`src/rtl/addsub_result_stage.sv`:
```
// Result stage for a 4-bit adder-subtractor: derives status flags, cross-checks the
// upstream result against a local reference, and buffers entries in a 2-deep FIFO.
module addsub_result_stage (
    input  logic       clk,
    input  logic       rst,
    input  logic       in_valid,
    output logic       in_ready,
    input  logic [3:0] a,
    input  logic [3:0] b,
    input  logic       mode,
    input  logic [3:0] s,
    input  logic       cout,
    output logic       out_valid,
    input  logic       out_ready,
    output logic [3:0] res,
    output logic       flag_c,
    output logic       flag_z,
    output logic       flag_n,
    output logic       flag_v,
    output logic       flag_err,
    output logic [7:0] err_cnt
);

    typedef struct packed {
        logic [3:0] res;
        logic       c;
        logic       z;
        logic       n;
        logic       v;
        logic       err;
    } entry_t;

    entry_t     mem_q [2];
    entry_t     mem_d [2];
    logic       rd_ptr_q, rd_ptr_d;
    logic       wr_ptr_q, wr_ptr_d;
    logic [1:0] count_q, count_d;
    logic [7:0] err_cnt_q, err_cnt_d;

    logic       push;
    logic       pop;
    logic [4:0] ref_sum;
    entry_t     new_entry;
    entry_t     head;

    // Flags are derived from the captured s; the reference sum is used only for the error check.
    always_comb begin
        ref_sum       = {1'b0, a} + {1'b0, b ^ {4{mode}}} + {4'b0000, mode};
        new_entry.res = s;
        new_entry.c   = cout ^ mode;
        new_entry.z   = (s == 4'd0);
        new_entry.n   = s[3];
        new_entry.v   = mode ? ((a[3] != b[3]) && (s[3] != a[3]))
                             : ((a[3] == b[3]) && (s[3] != a[3]));
        new_entry.err = (s != ref_sum[3:0]) || (cout != ref_sum[4]);
    end

    assign in_ready  = (count_q != 2'd2);
    assign out_valid = (count_q != 2'd0);
    assign push      = in_valid && in_ready;
    assign pop       = out_valid && out_ready;

    always_comb begin
        // NOTE: every variable gets a default first so no path leaves it unassigned (no latch).
        mem_d     = mem_q;
        wr_ptr_d  = wr_ptr_q;
        rd_ptr_d  = rd_ptr_q;
        count_d   = count_q;
        err_cnt_d = err_cnt_q;

        if (push) begin
            mem_d[wr_ptr_q] = new_entry;
            wr_ptr_d        = ~wr_ptr_q;
            if (new_entry.err && (err_cnt_q != 8'hFF)) begin
                err_cnt_d = err_cnt_q + 8'd1;
            end
        end
        if (pop) begin
            rd_ptr_d = ~rd_ptr_q;
        end

        case ({push, pop})
            2'b10:   count_d = count_q + 2'd1;
            2'b01:   count_d = count_q - 2'd1;
            default: count_d = count_q;
        endcase
    end

    // NOTE: sequential state uses non-blocking assignments so all flops update together.
    always_ff @(posedge clk or posedge rst) begin
        if (rst) begin
            // NOTE: storage is reset as well, because the head outputs must read zero during reset.
            mem_q[0]  <= '0;
            mem_q[1]  <= '0;
            rd_ptr_q  <= 1'b0;
            wr_ptr_q  <= 1'b0;
            count_q   <= 2'd0;
            err_cnt_q <= 8'd0;
        end else begin
            mem_q     <= mem_d;
            rd_ptr_q  <= rd_ptr_d;
            wr_ptr_q  <= wr_ptr_d;
            count_q   <= count_d;
            err_cnt_q <= err_cnt_d;
        end
    end

    assign head     = mem_q[rd_ptr_q];
    assign res      = head.res;
    assign flag_c   = head.c;
    assign flag_z   = head.z;
    assign flag_n   = head.n;
    assign flag_v   = head.v;
    assign flag_err = head.err;
    assign err_cnt  = err_cnt_q;

endmodule

```
`config.mk`:
```
export PLATFORM = sky130hd
export DESIGN_NAME = addsub_result_stage
export DESIGN_NICKNAME = d
export VERILOG_FILES = /design/src/rtl/addsub_result_stage.sv
export SDC_FILE = /design/constraint.sdc
export NUM_CORES = 1
export LEC_CHECK = 0
export CORE_MARGIN = 3
export CORE_UTILIZATION = 49
export CTS_BUF_LIST = sky130_fd_sc_hd__clkbuf_16
export CTS_CLUSTER_DIAMETER = 30
export DETAILED_ROUTE_END_ITERATION = 10
export HOLD_SLACK_MARGIN = 0.1
export PLACE_DENSITY = 0.79
export SYNTH_ARGS = -nofsm -noshare
export SYNTH_HDL_FRONTEND = slang
export SYNTH_SLANG_ARGS = --single-unit
export TNS_END_PERCENT = 30
```
`constraint.sdc`:
```
create_clock -name clk -period 2.34 [get_ports clk]
set_clock_uncertainty 0.05 [all_clocks]
set_input_delay 0.468 -clock clk [delete_from_list [all_inputs] [get_ports clk]]
set_output_delay 0.468 -clock clk [all_outputs]
set_load 0.02 [all_outputs]
```
==> summary.txt <==
Status -> finished with violations
Failing checks -> setup timing
Commonest cells post-synth -> dfrtp_1 (28), mux2_2 (21), xnor2_1 (13), xor2_1 (9), nor2_1 (8)
Hold Vio Cnt, Final -> 0
Num rows -> 19
End of the worst register-to-register path -> err_cnt[1]
Ranking of synthesized cells by area -> dfrtp_1 (46%), mux2_2 (16%), xnor2_1 (7.5%)
R2R setup slack -> 0.41 ns
CORE AREA -> 0.00285 mm^2
R2R Path Start -> err_cnt[0]
Vias in the first global route -> 1336
Vias per cell -> 5.55
Achievable Freq -> 413 MHz
Share of layout cells above drive strength 1 -> 39.2%
Post-DP HPWL -> 2.56 mm
Fill cell count -> 169
Die area -> 0.00379 mm^2
Max_slew headroom -> 66.6%
H-tree levels -> 1
Post-DRT Antenna Nets -> 0
Clk root buf -> clkbuf_16
CP Max Fanout -> 5
Avg Cell Area, Syn -> 11.6 um^2
Io pins -> 37
Die width -> 61.5 um
Initial antenna violation count -> 0
Post-Syn Area -> 0.00151 mm^2
Min-Delay Endpoint -> count_q[1]
VDD IR-drop max -> 0.867 mV
Die Y-Extent -> 61.5 um
Pwr Total -> 2780 uW
Setup violators final -> 3
Residual DRC -> 0
Fin cells -> 220
Clk_lat worst skew -> 0.26 ns
Worst Hold Class -> reg -> reg
Final-report max-slew violation count -> 0
Aggregate global routing overflow -> 0
Worst-Margin Slew -> 0.499 ns
I/O Buffers -> 36
Antenna cell count -> 0
CTS tree -> built
Placed Instances -> 210
RSZ-0062 raised after global routing -> yes
Area share of the largest cell type after synthesis -> 46.4%
Post-synth ARST share -> 100%
Most common cell in the netlist -> dfrtp_1
Period Utilization, post-route -> 103%
First-pass GRT wire length -> 6.05 mm
Cell taking the most area after synthesis -> dfrtp_1
Worst-path clk slew -> 0.07 ns
WL/cell -> 18.7 um
EDFF count, synth -> 0
Worst path top cell family by delay -> buffers and inverters
Design Area, Final -> 0.00228 mm^2
DR vias -> 1222
Max incr delay on CP -> 0.50 ns
Slowest cell on crit path -> clkdlybuf4s50_1
Cells after synthesis -> 130
Synthesized Nets -> 154
Worst reg2reg path depth -> 6
Netlist cell types -> 30
Hold_sp -> count_q[1]
Worst Path Arrival -> 2.52 ns
Final wirelength -> 4.12 mm
CTS Sinks -> 28
Largest net degree at the start of global routing -> 29
Seq cells post-synth -> 28
Synth warnings -> 0
Clk buf depth -> 2
Hold Worst Slack -> 0.441 ns
Nets -> 214
Placer Congestion -> 0.802
Crit start category -> input pin
Leakage -> 0.000986 uW
Initial Util -> 53.0%
Drt pass-1 iters -> 4
Placed Area -> 0.00203 mm^2
Sequential cell area fraction in the yosys report -> 46.4%
Reg area -> 702 um^2
Buffers & Inverters on Critical Path -> 1
Area grow syn2layout -> 50.7%
Tot GR Track Use -> 22.7%
Crit path capture type -> register
Worst hold path depth -> 1
Tmin final -> 2.42 ns
CP most frequent cell -> xnor2_2
Top FF cell, synth -> dfrtp_1
Multi-input gate area -> 891 um^2
Kind of critical path -> in -> reg
CP cell instances -> clkdlybuf4s50_1 -> ha_4 -> xnor2_2 -> xnor2_2 -> o2111ai_2 -> a211o_4 -> and2_4 -> mux2_4
Total of max-cap violations -> 0
DR iter-0 viols -> 27
Clock buffer count from CTS -> 3
Pwr/cell area -> 1220 mW/mm^2
CP required -> 2.45 ns
Setup WS post-layout -> -0.0796 ns
## metrics by stage
| step | util [%] | TNS (ns) | setup slack, ns |
|---|---|---|---|
| 6_report | 79.8 | -0.179 | -0.0796 |
| 5_1_grt | 79.8 | -0.546 | -0.138 |
| 4_1_cts | 77.6 | -0.444 | -0.118 |
| 3_5_place_dp | 71.0 | -6.28 | -0.729 |
| 3_3_place_gp | 71.0 | -5.62 | -0.656 |
| 2_1_floorplan | - | -0.521 | -0.205 |
## flip-flops by register name (all words and copies together), names as in the netlist
| signal | cells |
|---|---|
| err_cnt | 8 |
| mem_q | 16 |
| wr_ptr_q | 1 |
| rd_ptr_q | 1 |
| count_q | 2 |
## repair_timing
item	4_1_cts	5_1_grt
hold buffers	0	0
endpoints found under the setup margin	17	19
gates resized for setup	28	13
setup buffers	5	1
pin swaps	12	8
## per-layer routing
layer,GRT usage [%],share of wire [%],vias to the layer above
met2,42.2,53,36
met4,13.0,3.6,0
li1,-,-,563
met5,0,0,-
met1,23.0,39,610
met3,4.82,4.5,13
## report_power, final
| group | switching [uW] | total [uW] | internal, uW |
|---|---|---|---|
| combinational | 630 | 1390 | 758 |
| clock | 167 | 507 | 341 |
| sequential | 191 | 888 | 697 |
## cells in the final DEF (no fill, tap or decap), drive strengths merged
cell type	instances
and3	4
and2	2
o21ai	3
a211o	1
nand3b	1
a21oi	5
or2	1
nand2b	3
buf	25
clkdlybuf4s15	1
o2111ai	1
nor2	9
a31oi	1
mux2i	1
nand3	6
dfrtp	28
nand4	1
nand2	6
dlygate4sd2	2
inv	3
clkbuf	4
xor2	9
mux2	22
ha	5
fa	1
nor4	1
bufinv	1
clkdlybuf4s50	29
xnor2	13
## final cells by class
type / count / share of cell area (%)
clock buffer: 3 / 3.30
inverter: 3 / 0.495
timing repair buffer: 58 / 23.2
multi-input combinational: 96 / 39.1
sequential: 28 / 30.8
tap: 31 / 1.70
clock inverter: 1 / 1.32
## cells by family (layout without fill, tap and decap cells)
| logic type | after synthesis | after routing | share of synthesized area [%] |
|---|---|---|---|
| compound gates | 11 | 11 | 4.55 |
| xor+xnor | 22 | 22 | 12.7 |
| fa+ha+maj | 6 | 6 | 5.46 |
| flops | 28 | 28 | 46.4 |
| simple gates | 34 | 34 | 11.6 |
| mux | 23 | 23 | 17.3 |
| buf+inv | 6 | 65 | 1.99 |
## how the worst max path moves through the flow
stage / from / end / slack (ns) / cells past startpoint
floorplan: mode / err_cnt[1] / -0.20 / 9
global placement: mode / err_cnt[1] / -0.66 / 9
detailed placement: mode / err_cnt[6] / -0.73 / 10
CTS: mode / err_cnt[1] / -0.12 / 10
global route: mode / err_cnt[1] / -0.14 / 9
finish: a[2] / err_cnt[1] / -0.08 / 8
Note: power is estimated with default switching activity, not from simulation.
